<file path="src/rtl/adiabatic_pclk_sequencer.sv">
// Four-phase stepwise power-clock sequencer for adiabatic logic rails.
// Phase i lags phase i-1 by one quarter; stop drains charge back before returning to idle.
module adiabatic_pclk_sequencer #(
  parameter int unsigned RAMP_STEPS = 4,
  parameter int unsigned LVL_W      = $clog2(RAMP_STEPS + 1),
  parameter int unsigned PCNT_W     = 16
) (
  input  logic                 clk,
  input  logic                 rst,
  input  logic                 start,
  input  logic                 stop,
  output logic [4*LVL_W-1:0]   pos_lvl,
  output logic [4*LVL_W-1:0]   neg_lvl,
  output logic [1:0]           quarter,
  output logic [LVL_W-1:0]     step,
  output logic                 running,
  output logic                 busy,
  output logic [PCNT_W-1:0]    period_cnt
);

  typedef enum logic [1:0] {StIdle, StRun, StDrain} state_e;

  localparam logic [LVL_W-1:0] LastStep = LVL_W'(RAMP_STEPS - 1);
  localparam logic [LVL_W-1:0] FullLvl  = LVL_W'(RAMP_STEPS);

  state_e              state_q, state_d;
  logic [1:0]          quarter_q, quarter_d;
  logic [LVL_W-1:0]    step_q, step_d;
  logic [PCNT_W-1:0]   period_q, period_d;
  logic                stop_pend_q, stop_pend_d;
  logic                drain_half_q, drain_half_d;
  logic [3:0]          en_q, en_d;
  logic [4*LVL_W-1:0]  pos_q, pos_d, neg_q, neg_d;
  logic                running_q, running_d, busy_q, busy_d;
  logic                wrap;
  logic [1:0]          r;
  logic [LVL_W-1:0]    lvl;

  assign wrap = (step_q == LastStep);

  always_comb begin
    state_d      = state_q;
    quarter_d    = quarter_q;
    step_d       = step_q;
    period_d     = period_q;
    stop_pend_d  = stop_pend_q;
    drain_half_d = drain_half_q;

    // Counters advance identically in RUN and DRAIN.
    if (state_q != StIdle) begin
      step_d = wrap ? '0 : step_q + LVL_W'(1);
      if (wrap) begin
        quarter_d = quarter_q + 2'd1;
        if (quarter_q == 2'd3) period_d = period_q + PCNT_W'(1);
      end
    end

    unique case (state_q)
      StIdle: begin
        if (start && !stop) begin
          state_d   = StRun;
          quarter_d = '0;
          step_d    = '0;
        end
      end
      StRun: begin
        if (stop) stop_pend_d = 1'b1;
        if (wrap && (stop_pend_q || stop)) begin
          state_d      = StDrain;
          stop_pend_d  = 1'b0;
          drain_half_d = 1'b0;
        end
      end
      StDrain: begin
        if (wrap) begin
          if (drain_half_q) begin
            state_d      = StIdle;
            quarter_d    = '0;
            step_d       = '0;
            drain_half_d = 1'b0;
          end else begin
            drain_half_d = 1'b1;
          end
        end
      end
      default: state_d = StIdle;
    endcase
  end

  // A phase only drives its rail after it has started a ramp-up, so no level ever jumps;
  // in DRAIN a phase reaching ramp-up is inhibited for good.
  always_comb begin
    en_d  = '0;
    pos_d = '0;
    neg_d = '0;
    r     = '0;
    lvl   = '0;
    for (int i = 0; i < 4; i++) begin
      r = quarter_d - 2'(i);
      unique case (state_d)
        StRun:   en_d[i] = en_q[i] | (r == 2'd0);
        StDrain: en_d[i] = en_q[i] & (r != 2'd0);
        default: en_d[i] = 1'b0;
      endcase
      unique case (r)
        2'd0:    lvl = step_d + LVL_W'(1);
        2'd1:    lvl = FullLvl;
        2'd2:    lvl = LastStep - step_d;
        default: lvl = '0;
      endcase
      if (!en_d[i]) lvl = '0;
      pos_d[i*LVL_W +: LVL_W] = lvl;
      neg_d[i*LVL_W +: LVL_W] = FullLvl - lvl;
    end
    running_d = (state_d == StRun);
    busy_d    = (state_d != StIdle);
  end

  always_ff @(posedge clk) begin
    if (rst) begin
      state_q      <= StIdle;
      quarter_q    <= '0;
      step_q       <= '0;
      period_q     <= '0;
      stop_pend_q  <= 1'b0;
      drain_half_q <= 1'b0;
      en_q         <= '0;
      pos_q        <= '0;
      neg_q        <= {4{FullLvl}};
      running_q    <= 1'b0;
      busy_q       <= 1'b0;
    end else begin
      state_q      <= state_d;
      quarter_q    <= quarter_d;
      step_q       <= step_d;
      period_q     <= period_d;
      stop_pend_q  <= stop_pend_d;
      drain_half_q <= drain_half_d;
      en_q         <= en_d;
      pos_q        <= pos_d;
      neg_q        <= neg_d;
      running_q    <= running_d;
      busy_q       <= busy_d;
    end
  end

  assign pos_lvl    = pos_q;
  assign neg_lvl    = neg_q;
  assign quarter    = quarter_q;
  assign step       = step_q;
  assign running    = running_q;
  assign busy       = busy_q;
  assign period_cnt = period_q;

endmodule

</file>
<file path="config.mk">
export PLATFORM = sky130hd
export DESIGN_NAME = adiabatic_pclk_sequencer
export DESIGN_NICKNAME = d
export VERILOG_FILES = /design/src/rtl/adiabatic_pclk_sequencer.sv
export SDC_FILE = /design/constraint.sdc
export NUM_CORES = 1
export LEC_CHECK = 0
export BUFFER_PORTS_ARGS = -buffer_cell sky130_fd_sc_hd__buf_2
export CORE_MARGIN = 2
export CORE_UTILIZATION = 32
export DETAILED_ROUTE_END_ITERATION = 16
export PLACE_DENSITY = 0.59
export SETUP_SLACK_MARGIN = 0.05
export SLEW_MARGIN = 25
export SYNTH_ARGS = -nofsm -noshare
export SYNTH_HDL_FRONTEND = slang
export SYNTH_SLANG_ARGS = --single-unit
</file>
<file path="constraint.sdc">
create_clock -name clk -period 3.01 [get_ports clk]
set_input_delay 0.4515 -clock clk [delete_from_list [all_inputs] [get_ports clk]]
set_output_delay 0.4515 -clock clk [all_outputs]
set_load 0.03 [all_outputs]
</file>
; Word level (Yosys, flattened, before mapping)
; Cells that the tools add are included.
[word_totals]
register_bits = 55
in_bits = 4
output_inout_bits = 47
[classes]
n_bitwise = 8
muxes = 35
n_reduce_logical = 20
eq_ne = 16
addsub = 12
[op_table]
columns = op, n
row1 = 3-bit one-hot mux with 3 select lines, 4
row2 = 3-bit two-way mux, 9
row3 = 2-bit two-way mux, 9
row4 = 16-bit by 1-bit adder with 16-bit output (second input constant), 1
row5 = 2-bit nonzero test, 8
row6 = 2-bit == test (second input constant), 7
row7 = 2-bit by 1-bit == test with 1-bit output (second input constant), 6
row8 = 3-bit subtractor (first input constant), 4
row9 = 2-bit zero test, 5
row10 = 1-bit one-hot mux with 2 select lines, 5
row11 = 3-bit by 1-bit adder with 3-bit output (second input constant), 2
row12 = 2-bit one-hot mux with 3 select lines, 1
row13 = 3-bit one-hot mux with 2 select lines, 1
row14 = 3-bit AND reduction, 2
row15 = 1-bit two-way mux, 5
row16 = 1-bit bitwise AND, 4
row17 = 2-bit != test (second input constant), 2
row18 = 1-bit OR, 4
row19 = 2-bit one-hot mux with 2 select lines, 1
row20 = 2-bit subtractor (second input constant), 2
row21 = 3-bit by 2-bit == test with 1-bit output (second input constant), 1
row22 = 2-bit by 3-bit subtractor with 3-bit output (first input constant), 1
row23 = 2-bit by 1-bit adder with 2-bit output (second input constant), 1
row24 = 1-bit logical AND, 2
row25 = other kinds (4), 4

; Longest topological paths before layout
; Gate-level depths: netlist of run 1.
[depth]
word_depth = 12
depth_mapped = 15

; Worst setup path before layout of run 1
; No wires, ideal clock.
[synth_path]
path_type = reg-to-reg
from = register step_q[0] (netlist: step[0])
to = register neg_q[8] (netlist: neg_lvl[8])
setup_ps = 127
required_ps = 2883
arrival_ps = 2800
slack_ps = 83
period_less_slack_ps = 2927
path_stages_with_launch = 14
path_cell_list = dfxtp_1 -> ha_1 -> nor2b_1 -> buf_2 -> nor3_1 -> a21oi_1 -> nor2_1 -> ha_1 -> inv_1 -> o22ai_1 -> nand2_1 -> ha_1 -> o31a_1 -> or3_1
[synth_between]
elab_cells_between_ends = 33
cone_classes = add/sub (5) / eq/ne (5) / mux (18) / bitwise (2) / reduce/logical (3)
[synth_lines]
columns = element, line
row1 = from (decl), 28  ; logic [LVL_W-1:0] step_q, step_d;
row2 = from (signal assigned), 135  ; step_q <= step_d;
row3 = 3-bit by 1-bit adder with 3-bit output / 3-bit by 2-bit == test with 1-bit output (equally long branches), "51, 39"
row4 = 3-bit two-way mux, 51  ; step_d = wrap ? '0 : step_q + LVL_W'(1);
row5 = 3-bit two-way mux, 50  ; if (state_q != StIdle) begin
row6 = 3-bit two-way mux, 76  ; if (drain_half_q) begin
row7 = 3-bit two-way mux, 75  ; if (wrap) begin
row8 = 3-bit one-hot mux with 2 select lines (*), 58  ; unique case (state_q)
row9 = via step_d[0], 28
row10 = 2-bit by 3-bit subtractor with 3-bit output / 3-bit by 1-bit adder with 3-bit output (equally long branches), "108, 106"
row11 = 3-bit one-hot mux with 3 select lines (*), 105  ; unique case (r)
row12 = 3-bit two-way mux (*), 111  ; if (!en_d[i]) lvl = '0;
row13 = 3-bit subtractor (*), 113  ; neg_d[i*LVL_W +: LVL_W] = FullLvl - lvl;
row14 = to (signal assigned), 129  ; neg_q <= {4{FullLvl}};
row15 = to (signal assigned), 141  ; neg_q <= neg_d;
row16 = to (decl), 33  ; logic [4*LVL_W-1:0] pos_q, pos_d, neg_q, neg_d;
; The timed path passes the listed nets; every way through them passes the cells marked *.
; A chain may end at the register's enable or synchronous reset.

; Final worst setup path of run 1
[layout_path]
from = register step_q[0] (netlist: step[0])
to = register neg_q[5] (netlist: neg_lvl[5])
; The elaborated chain is that of the path after synthesis.

==> impl_metrics.py, run 1 <==
metrics = {
    "yosys": {
        "synthSimpleGateAreaFrac": 0.2845,
        "ys_types": 54,
        "synthesis.area_sq_um": 2551,
        "yosysSeqAreaShare": 0.4002,
        "synth_compound_area_frac": 0.1403,
        "yosys.area_share.adder": 0.05395,
        "yosysWarningCount": 0,
        "synth_fp_nets": 307,
        "synthMuxAreaShare": 0.02354,
        "synth_top_family_by_area": "simple AND/OR/NAND/NOR gates",
        "synthXorXnorAreaFrac": 0.04806,
        "synth_seq_cells": 51,
        "synthCells": 292,
        "avgSynthCellArea_sq_um": 8.737,
    },
    "clock_tree": {
        "cts_max_path_buffers": 2,
        "holdBufCountCts": 0,
        "cts_tree": "yes",
        "cts_root_buffer": "clkbuf_8",
        "h-tree-depth": 2,
        "cts_made_buffers": 5,
        "clk-insertion-delay-late_ns": 0.30,
        "clk_pin_slew_ns": 0.09,
        "cts.sinks": 51,
    },
    "sta": {
        "relSlewSlack": 0.5161,
        "holdWs_ns": 0.4849,
        "worst_slack_ns": 0.1824,
        "setup_tns_ns": 0,
        "setup_violations": 0,
        "max_freq_ghz": 0.3537,
        "tightest_slew_ns": 0.7259,
        "final-hold-violation-count": 0,
        "grt_setup_unrepaired": "true",
        "post-route-period-util": 0.9394,
        "final.setup_skew_ns": 0.002113,
        "fin_crit_ns": 2.828,
        "maxSlewViolCount": 0,
    },
    "power_and_ir_drop": {
        "p_leak_nw": 1.234,
        "seqPwrFrac": 0.574,
        "p_sw_uw": 295.1,
        "clockPowerShare": 0.332,
        "power.share.switching": 0.2469,
        "pwr-share-comb": 0.094,
        "power.total_mw": 1.195,
        "ir_drop_v": 0.0001803,
        "powerDensity_nw_per_um2": 395.8,
        "p_int_uw": 899.9,
    },
    "route": {
        "vias": 2254,
        "dr.pass1.iters": 4,
        "routed_wl_microns": 5905,
        "ant_nets": 0,
        "avgRoutedWirePerCell_microns": 13.27,
        "viasPerCell": 5.065,
        "drt_iter0_drc": 112,
        "drc": 0,
    },
    "final_layout": {
        "drive_gt1_frac": 0.2653,
        "antenna_cells": 0,
        "fin_nets": 358,
        "fin_cells": 445,
        "fillers": 796,
        "final_core_util": 0.3907,
        "areaGrowthSynthToFinish_pct": 18.34,
        "final_area_sq_um": 3019,
    },
    "setup_path": {
        "endpoint_kind": "flop",
        "critPathRequiredTime_ns": 3.25,
        "r2r-end": "neg_lvl[5]$_SDFF_PP1_",
        "critical_path_class": "flop to flop",
        "worstSetupStartpoint": "step[0]$_SDFF_PP0_",
        "crit_arrival_ns": 3.06,
        "r2r_slack_ns": 0.18,
        "endpoint": "neg_lvl[5]$_SDFF_PP1_",
        "r2r_cells": 13,
        "reg2reg_from": "step[0]$_SDFF_PP0_",
        "cp-start-kind": "flop",
        "path_max_fanout": 12,
    },
    "die": {
        "dieWidth_microns": 93.29,
        "die_h_microns": 93.29,
        "start_util": 0.3301,
        "core-area_sq_um": 7727,
        "die_area_sq_um": 8703,
        "rows": 32,
        "io_pins": 51,
    },
    "placed_design": {
        "dp.final_hpwl_microns": 4391,
        "place_area_sq_um": 2889,
        "gp_congestion": 0.8714,
        "dpl_worst_slack_ns": 0.1243,
        "placedCellCount": 435,
        "io_buffer_count": 50,
    },
    "global_route": {
        "grt_max_degree": 41,
        "grtUsageTotal": 0.1401,
        "grt_overflow": 0,
        "antenna_found_initial": 0,
        "grt_first_pass_wirelength_microns": 9749,
        "grt_pass1_vias": 2065,
    },
    "hold_path": {
        "hold_path.class": "primary input to flop",
    },
    "flow_run": {
        "maxCapViolations": 0,
    },
    "status": {
        "status": "finished, final reports clean",
    },
}
[sequential cells by signal (all words and copies together) (netlist names), 2 cells and up]
register and flops:
state_q 2, quarter 2, neg_lvl 8, period_cnt 16
en_q 4, pos_lvl 12, step 3
[layout by cell type (no fill, tap or decap), types with 5 or more instances in the layout]
master / instances
nor4_1: 10
and2_1: 5
nor2_1: 34
nor3_1: 16
a211oi_1: 5
inv_1: 10
mux2i_1: 6
buf_4: 9
nand4_1: 5
dfxtp_1: 51
nor2b_1: 12
clkbuf_8: 6
xor2_1: 7
buf_2: 50
ha_1: 7
nand2_1: 16
xnor2_1: 7
a21oi_1: 13
nand3_1: 13
[logic make-up (layout without fill, tap and decap cells)]
kind of cell             Yosys count  count (layout)
multiplexers                       6               6
AO/OA/AOI/OAI                     50              50
buffers and inverters             26              77
AND/OR/NAND/NOR                  134             134
adder cells (fa/ha/maj)           11              11
XOR/XNOR                          14              14
flip-flops                        51              51
[what timing repair did]
item / in CTS / in global routing
buffers inserted: 0 / 3
endpoints found under the hold margin: 0 / 0
endpoints found under the setup margin: 0 / 8
resized for setup: 0 / 7
[power by group through the flow]
stage               Combinational (mW)  Sequential (mW)  Clock, mW
floorplan                       0.0682            0.711          0
global placement                 0.106            0.702          0
detailed placement               0.108            0.702          0
CTS                              0.109            0.686      0.413
global route                     0.123            0.688      0.435
finish                           0.112            0.686      0.396
[how the worst min path moves through the flow]
| stage | from | endpoint | slack, ns | depth (start not counted) |
|---|---|---|---|---|
| 2_1_floorplan | stop_pend_q$_SDFFE_PP0P_ | stop_pend_q$_SDFFE_PP0P_ | 0.49 | 2 |
| 3_3_place_gp | period_cnt[1]$_SDFFE_PP0P_ | period_cnt[1]$_SDFFE_PP0P_ | 0.48 | 2 |
| 3_5_place_dp | period_cnt[1]$_SDFFE_PP0P_ | period_cnt[1]$_SDFFE_PP0P_ | 0.49 | 2 |
| 4_1_cts | stop | stop_pend_q$_SDFFE_PP0P_ | 0.48 | 3 |
| 5_1_grt | stop | stop_pend_q$_SDFFE_PP0P_ | 0.52 | 3 |
| 6_report | stop | stop_pend_q$_SDFFE_PP0P_ | 0.48 | 3 |
[Yosys cell counts, drive strengths merged]
cell | n | area share
nor2b | 12 | 0.029
nor2 | 35 | 0.052
a31oi | 2 | 0.0074
nand4 | 5 | 0.012
o31a | 1 | 0.0034
nand2b | 2 | 0.0049
nand3 | 13 | 0.026
nand3b | 2 | 0.0059
a21oi | 15 | 0.031
a22oi | 2 | 0.0059
o32ai | 1 | 0.0034
nor4 | 11 | 0.027
o211ai | 2 | 0.0059
dfxtp | 51 | 0.40
inv | 11 | 0.016
clkbuf | 5 | 0.0074
and4bb | 1 | 0.0049
or4b | 1 | 0.0054
and2b | 1 | 0.0034
mux2i | 6 | 0.024
buf | 10 | 0.026
o21a | 2 | 0.0088
and3 | 4 | 0.012
o21ai | 10 | 0.026
and2 | 5 | 0.012
nor3 | 17 | 0.035
xor2 | 7 | 0.024
or2b | 1 | 0.0029
a21o | 1 | 0.0029
a32oi | 1 | 0.0034
nor4b | 2 | 0.012
ha | 11 | 0.054
nand2 | 16 | 0.024
o22ai | 4 | 0.0098
or3 | 3 | 0.0074
o32a | 1 | 0.0039
a41o | 1 | 0.0044
xnor2 | 7 | 0.024
or2 | 2 | 0.0049
and4 | 1 | 0.0034
a211oi | 6 | 0.020
o31ai | 1 | 0.0049
[area by class of cell]
type	count	area, sq um	share of cell area
multi-input cells	215	1424	0.4716
flip-flops and latches	51	1021	0.3382
clock buffers	6	82.58	0.02735
well taps	102	127.6	0.04227
inverters	11	41.29	0.01368
repair buffers	59	317.8	0.1053
clock inverters	1	5.005	0.001658
[per-layer routing]
layer | GRT usage | vias to the layer above | part of all wire | wire length, microns
li1 | - | 1135 | - | -
met1 | 0.1896 | 1043 | 0.48 | 2840
met2 | 0.2176 | 64 | 0.45 | 2629
met3 | 0.02820 | 12 | 0.049 | 290
met4 | 0.05760 | 0 | 0.024 | 144
met5 | 0 | - | 0 | 0
[worst max-delay path, stage by stage (launching register included)]
cell     delay (ns)
dfxtp_1        0.34
ha_2           0.21
nor2b_1        0.14
buf_4          0.19
nor3_1         0.15
a21oi_1        0.09
nor2_1         0.13
ha_2           0.26
inv_2          0.09
or3_1          0.30
a31oi_1        0.17
o21ai_1        0.12
nor4b_2        0.34
mux2i_1        0.22
Note: power is estimated with default switching activity, not from simulation.
==> inputs of run 2 (changes only) <==
--- a/config.mk
+++ b/config.mk
@@ -5,6 +5,7 @@
 export SDC_FILE = /design/constraint.sdc
 export NUM_CORES = 1
 export LEC_CHECK = 0
+export ABC_AREA = 1
 export BUFFER_PORTS_ARGS = -buffer_cell sky130_fd_sc_hd__buf_2
 export CORE_MARGIN = 2
 export CORE_UTILIZATION = 32
==> run 2 against run 1 <==
First-iteration DRC count is 23% lower; maximum frequency is 8.7% higher; routed wire length is 0.75% lower; via count is 2.0% higher; synthesized cell count is 21% higher; critical endpoint unchanged; largest cell class unchanged.
==> impl_metrics.py, run 2 <==
metrics = {
    "status": {
        "status": "finished, final reports clean",
    },
    "yosys": {
        "yosysSeqAreaShare": 0.3948,
        "yosys.area.top_type_share": 0.3948,
        "synth_seq_cells": 51,
        "avgSynthCellArea_sq_um": 7.306,
        "synth_top_area_cell": "dfxtp_1",
        "synth_area_leaders": "dfxtp_1 (39%), nand2_1 (11%), inv_1 (6.2%), nor2_1 (6.0%), ha_1 (5.3%)",
        "ys_types": 31,
        "synthCells": 354,
        "async_flop_share": 0,
        "synth-edff-count": 0,
        "synth_fp_nets": 369,
        "ys_top_cells_by_count": "nand2_1 (79), dfxtp_1 (51), inv_1 (43), nor2_1 (41), nand3_1 (19)",
        "synthesis.area_sq_um": 2586,
        "ys.flop_type": "dfxtp_1",
        "synthMuxAreaShare": 0,
        "synth_most_common_cell": "nand2_1",
        "synth_top_family_by_area": "simple AND/OR/NAND/NOR gates",
        "yosysWarningCount": 0,
        "synthSimpleGateAreaFrac": 0.3706,
        "synth_compound_area_frac": 0.07402,
        "synthXorXnorAreaFrac": 0.01016,
        "yosys.area_share.adder": 0.05322,
    },
    "final_layout": {
        "fin_nets": 417,
        "drive_gt1_frac": 0.2655,
        "antenna_cells": 0,
        "areaGrowthSynthToFinish_pct": 17.22,
        "final_area_sq_um": 3032,
        "layout_commonest_cell": "nand2_1",
        "largest_reg_flops": 16,
        "layout_common_cells": "nand2_1 (79), dfxtp_1 (51), buf_2 (50)",
    },
    "sta": {
        "setup_tns_ns": 0,
        "setup_violations": 0,
        "final-hold-violation-count": 0,
        "post-route-period-util": 0.8646,
        "grt_setup_unrepaired": "false",
        "final.setup_skew_ns": 0.01230,
        "relSlewSlack": 0.7261,
        "fin_crit_ns": 2.602,
        "maxSlewViolCount": 0,
        "max_freq_ghz": 0.3843,
        "worst_slack_ns": 0.4076,
        "tightest_slew_ns": 0.4104,
    },
    "setup_path": {
        "path_max_fanout": 4,
        "endpoint_kind": "flop",
        "crit_buf_inv": 4,
        "slowest_delay_ns": 0.40,
        "crit_arrival_ns": 2.85,
        "cpMostUsedCell": "nand2_1",
        "reg2reg_from": "step[0]$_SDFF_PP0_",
        "r2r_slack_ns": 0.41,
        "critical_path_class": "flop to flop",
        "path_cells": "ha_1, nand2_1, a21oi_1, nand2_1, nand2_1, inv_1, ha_1, inv_1, a21oi_2, nand2_1, inv_2, nand2_2, ha_1, inv_1, nand4_1, nand3_1",
        "cp-start-kind": "flop",
        "crit_family": "adder cells",
        "crit_path_top_delay_cell": "dfxtp_1",
        "worstSetupStartpoint": "step[0]$_SDFF_PP0_",
        "critPathRequiredTime_ns": 3.26,
    },
    "power_and_ir_drop": {
        "clockPowerShare": 0.383,
        "p_int_uw": 956.3,
        "p_sw_uw": 318.0,
        "powerDensity_nw_per_um2": 420.3,
        "p_leak_nw": 1.436,
        "pwr-share-comb": 0.079,
        "power.share.switching": 0.2496,
        "seqPwrFrac": 0.538,
        "ir_drop_v": 0.0001762,
    },
    "clock_tree": {
        "cts_made_buffers": 5,
        "cts.sinks": 51,
        "h-tree-depth": 2,
        "post_cts_resized": 0,
        "cts_tree": "yes",
        "holdBufCountCts": 0,
        "clk-insertion-delay-late_ns": 0.31,
        "cts_max_path_buffers": 2,
        "post-cts-setup-buffer-count": 0,
        "cts_root_buffer": "clkbuf_8",
        "clk_pin_slew_ns": 0.10,
    },
    "route": {
        "drc": 0,
        "route.met2.wl_microns": 2746,
        "ant_nets": 0,
        "dr.pass1.iters": 5,
        "routed-wl-met3_microns": 347,
        "routed.top_layer": "met4",
        "wl_met1_microns": 2704,
        "drt_iter0_drc": 86,
        "vias": 2299,
        "routed_wl_microns": 5861,
        "viasPerCell": 4.552,
        "avgRoutedWirePerCell_microns": 11.61,
    },
    "global_route": {
        "grt_overflow": 0,
        "grtUsageTotal": 0.1423,
        "grt_max_degree": 25,
        "grt_first_pass_wirelength_microns": 10040,
        "antenna_found_initial": 0,
        "grt_pass1_vias": 2248,
    },
    "placed_design": {
        "place_area_sq_um": 2919,
        "dpl_worst_slack_ns": 0.4317,
        "io_buffer_count": 50,
        "dp.final_hpwl_microns": 4568,
        "gp_congestion": 0.8506,
    },
    "flow_run": {
        "maxCapViolations": 0,
    },
    "die": {
        "io_pins": 51,
        "rows": 32,
        "dieWidth_microns": 93.90,
        "die_h_microns": 93.90,
        "start_util": 0.3330,
        "die_area_sq_um": 8817,
        "core-area_sq_um": 7767,
    },
    "hold_path": {
        "hold_path.class": "primary input to flop",
        "min_from": "stop",
    },
}
## run 2: layout make-up
type                            count  area, sq um
Multi-Input combinational cell    240         1314
Clock buffer                        5        68.82
Fill cell                         839         4736
Sequential cell                    51         1021
Timing Repair Buffer               51        257.7
Clock inverter                      3        43.79
Inverter                           53        198.9
Tap cell                          102        127.6
## run 2: cell families after synthesis
logic type      after synthesis
xor+xnor                      3
fa+ha+maj                    11
buf+inv                      63
simple gates                194
compound gates               32
flops                        51
## run 2: worst paths after layout
path,end,depth (start not counted)
max,neg_lvl[5]$_SDFF_PP1_,16
min,stop_pend_q$_SDFFE_PP0P_,3
max reg2reg,neg_lvl[5]$_SDFF_PP1_,16
min reg2reg,stop_pend_q$_SDFFE_PP0P_,2
## run 2: metrics by stage
stage	power, mW	std cells	utilization	hold WS (ns)
finish	1.274	505	0.3903	0.4097
global route	1.330	505	0.3903	0.3995
CTS	1.296	505	0.3903	0.3953
detailed placement	0.8031	497	0.3758	0.4774
global placement	0.8032	497	0.3758	0.4793
floorplan	0.7784	354	-	0.4524
## run 2: power groups by stage
stage | Sequential (mW) | Clock [mW] | Combinational, mW
after floorplan | 0.712 | 0 | 0.0663
after global placement | 0.701 | 0 | 0.102
after detailed placement | 0.702 | 0 | 0.102
after CTS | 0.686 | 0.507 | 0.102
after global routing | 0.687 | 0.530 | 0.113
final | 0.686 | 0.488 | 0.101
## run 2: layer usage
metal	global-route usage	vias up
li1	-	1215
met1	0.1746	1023
met2	0.2488	55
met3	0.03291	6
met4	0.03865	0
met5	0	-
## run 2: worst reg2reg max path: cells and delay by family, from the launching register on
| kind | cells | cell delay, ns |
|---|---|---|
| buffers and inverters | 4 | 0.33 |
| AND/OR/NAND/NOR | 7 | 0.67 |
| AO/OA/AOI/OAI | 2 | 0.38 |
| adder cells (fa/ha/maj) | 3 | 0.77 |
| flip-flops | 1 | 0.40 |
==> inputs of run 3 (changes only) <==
--- a/config.mk
+++ b/config.mk
@@ -7,6 +7,7 @@
 export LEC_CHECK = 0
 export ABC_AREA = 1
 export BUFFER_PORTS_ARGS = -buffer_cell sky130_fd_sc_hd__buf_2
+export CAP_MARGIN = 20
 export CORE_MARGIN = 2
 export CORE_UTILIZATION = 32
 export DETAILED_ROUTE_END_ITERATION = 16
==> constraint.sdc (replaced) <==
create_clock -name clk -period 2.8 [get_ports clk]
set_input_delay 0.42 -clock clk [delete_from_list [all_inputs] [get_ports clk]]
set_output_delay 0.42 -clock clk [all_outputs]
set_load 0.03 [all_outputs]
==> run 3 against run 2 <==
Clock skew is 0.0044 ns lower; sequential power is 7.4% higher; first-iteration DRC count is 19% lower; global-route usage is 0.50 points lower; setup slack worse by 0.031 ns; total power is 7.1% higher; highest routed layer unchanged; clock power is 5.7% higher; routed wire length is 2.1% lower; sequential share of layout area is 0.18 points lower; combinational power is 12% higher.
==> impl_metrics.py, run 3 (synthesized netlist as in run 2, its figures left out) <==
metrics = {
    "placed_design": {
        "place_area_sq_um": 2927,
        "placedCellCount": 498,
        "io_buffer_count": 50,
        "dp.final_hpwl_microns": 4403,
        "dpl_worst_slack_ns": 0.3159,
        "gp_congestion": 0.8753,
    },
    "sta": {
        "tightest_slew_ns": 0.4112,
        "post-route-period-util": 0.8654,
        "grt_setup_unrepaired": "false",
        "worst_slack_ns": 0.3769,
        "max_freq_ghz": 0.4127,
        "relSlewSlack": 0.7256,
        "fin_crit_ns": 2.423,
        "setup_tns_ns": 0,
        "maxSlewViolCount": 0,
        "holdWs_ns": 0.3832,
        "setup_violations": 0,
        "final.setup_skew_ns": 0.007879,
        "final-hold-violation-count": 0,
    },
    "route": {
        "dr.pass1.iters": 4,
        "drt_iter0_drc": 70,
        "viasPerCell": 4.514,
        "routed_wl_microns": 5737,
        "ant_nets": 0,
        "avgRoutedWirePerCell_microns": 11.34,
        "drc": 0,
        "vias": 2284,
    },
    "setup_path": {
        "reg2reg_from": "step[0]$_SDFF_PP0_",
        "crit_path_top_delay_cell": "dfxtp_1",
        "cp-start-kind": "flop",
        "endpoint_kind": "flop",
        "critPathRequiredTime_ns": 3.05,
        "crit_family": "adder cells",
        "path_max_fanout": 4,
        "crit_arrival_ns": 2.67,
        "r2r_slack_ns": 0.38,
        "r2r_cells": 16,
        "r2r-end": "neg_lvl[5]$_SDFF_PP1_",
        "cpMostUsedCell": "nand2_1",
        "critical_path_class": "flop to flop",
        "path_cells": "ha_2, nand2_1, a21oi_2, nand2_1, nand2_1, inv_1, ha_1, inv_1, a21oi_2, nand2_1, inv_2, nand2_2, ha_1, inv_1, nand4_1, nand3_1",
        "crit_buf_inv": 4,
        "slowest_delay_ns": 0.38,
    },
    "power_and_ir_drop": {
        "power.share.switching": 0.2453,
        "seqPwrFrac": 0.540,
        "powerDensity_nw_per_um2": 447.9,
        "p_int_mw": 1.030,
        "p_sw_uw": 334.9,
        "clockPowerShare": 0.378,
        "ir_drop_v": 0.0001621,
        "pwr-share-comb": 0.083,
        "power.total_mw": 1.365,
        "p_leak_nw": 1.436,
    },
    "final_layout": {
        "layout_common_cells": "nand2_1 (79), dfxtp_1 (51), buf_2 (50)",
        "drive_gt1_frac": 0.2748,
        "final_core_util": 0.3924,
        "areaGrowthSynthToFinish_pct": 17.85,
        "fillers": 857,
        "final_area_sq_um": 3048,
        "fin_nets": 418,
        "antenna_cells": 0,
        "fin_cells": 506,
        "layout_commonest_cell": "nand2_1",
        "largest_reg_flops": 16,
    },
    "global_route": {
        "grt_pass1_vias": 2153,
        "grt_first_pass_wirelength_microns": 9660,
        "grt_max_degree": 24,
        "antenna_found_initial": 0,
        "grtUsageTotal": 0.1373,
        "grt_overflow": 0,
    },
    "clock_tree": {
        "h-tree-depth": 2,
        "cts_root_buffer": "clkbuf_8",
        "clk-insertion-delay-late_ns": 0.31,
        "holdBufCountCts": 0,
        "cts_made_buffers": 5,
        "cts_max_path_buffers": 2,
        "cts_tree": "yes",
        "cts.sinks": 51,
        "clk_pin_slew_ns": 0.10,
    },
    "status": {
        "status": "finished, final reports clean",
    },
    "die": {
        "die_area_sq_um": 8817,
        "die_h_microns": 93.90,
        "start_util": 0.3330,
        "io_pins": 51,
        "rows": 32,
        "dieWidth_microns": 93.90,
        "core-area_sq_um": 7767,
    },
    "hold_path": {
        "holdPathStages": 3,
        "min_from": "stop",
        "holdPathEnd": "stop_pend_q$_SDFFE_PP0P_",
        "hold_path.class": "primary input to flop",
    },
    "flow_run": {
        "maxCapViolations": 0,
    },
}
==> run 3: worst max path at each step <==
stage	startpoint	end	depth (start not counted)
2_1_floorplan	step[0]$_SDFF_PP0_	neg_lvl[4]$_SDFF_PP0_	15
3_3_place_gp	step[1]$_SDFF_PP0_	neg_lvl[11]$_SDFF_PP1_	14
3_5_place_dp	step[1]$_SDFF_PP0_	neg_lvl[5]$_SDFF_PP1_	16
4_1_cts	step[1]$_SDFF_PP0_	neg_lvl[5]$_SDFF_PP1_	16
5_1_grt	step[1]$_SDFF_PP0_	neg_lvl[11]$_SDFF_PP1_	17
6_report	step[0]$_SDFF_PP0_	neg_lvl[5]$_SDFF_PP1_	16
==> run 3: worst reg2reg max path, stage by stage (launching register included) <==
cell	delay [ns]
dfxtp_1	0.38
ha_2	0.23
nand2_1	0.13
a21oi_2	0.15
nand2_1	0.08
nand2_1	0.09
inv_1	0.07
ha_1	0.30
inv_1	0.12
a21oi_2	0.17
nand2_1	0.10
inv_2	0.07
nand2_2	0.05
ha_1	0.21
inv_1	0.05
nand4_1	0.09
nand3_1	0.09
==> run 3: repair_timing <==
item,4_1_cts,5_1_grt
resized for setup,0,3
endpoints found under the setup margin,0,7
setup buffers,0,0
endpoints found under the hold margin,0,0
==> run 3: layout make-up <==
| cell class | count | area [sq um] | area share |
|---|---|---|---|
| well taps | 102 | 127.6 | 0.04187 |
| flip-flops and latches | 51 | 1021 | 0.3350 |
| repair buffers | 52 | 265.3 | 0.08703 |
| multi-input cells | 240 | 1323 | 0.4339 |
| clock buffers | 5 | 68.82 | 0.02258 |
| clock inverters | 3 | 43.79 | 0.01437 |
| inverters | 53 | 198.9 | 0.06527 |
==> run 3: power groups by stage <==
stage	logic (mW)	clock network (mW)	registers [mW]
global route	0.126	0.571	0.738
floorplan	0.0713	0	0.765
CTS	0.113	0.539	0.737
finish	0.113	0.516	0.737
global placement	0.112	0	0.754
detailed placement	0.113	0	0.753
==> run 3: routing by layer <==
metal | global-route usage | routed length (microns)
met1 | 0.1741 | 2814
met2 | 0.2321 | 2594
met3 | 0.03130 | 255
met4 | 0.03986 | 74
met5 | 0 | 0
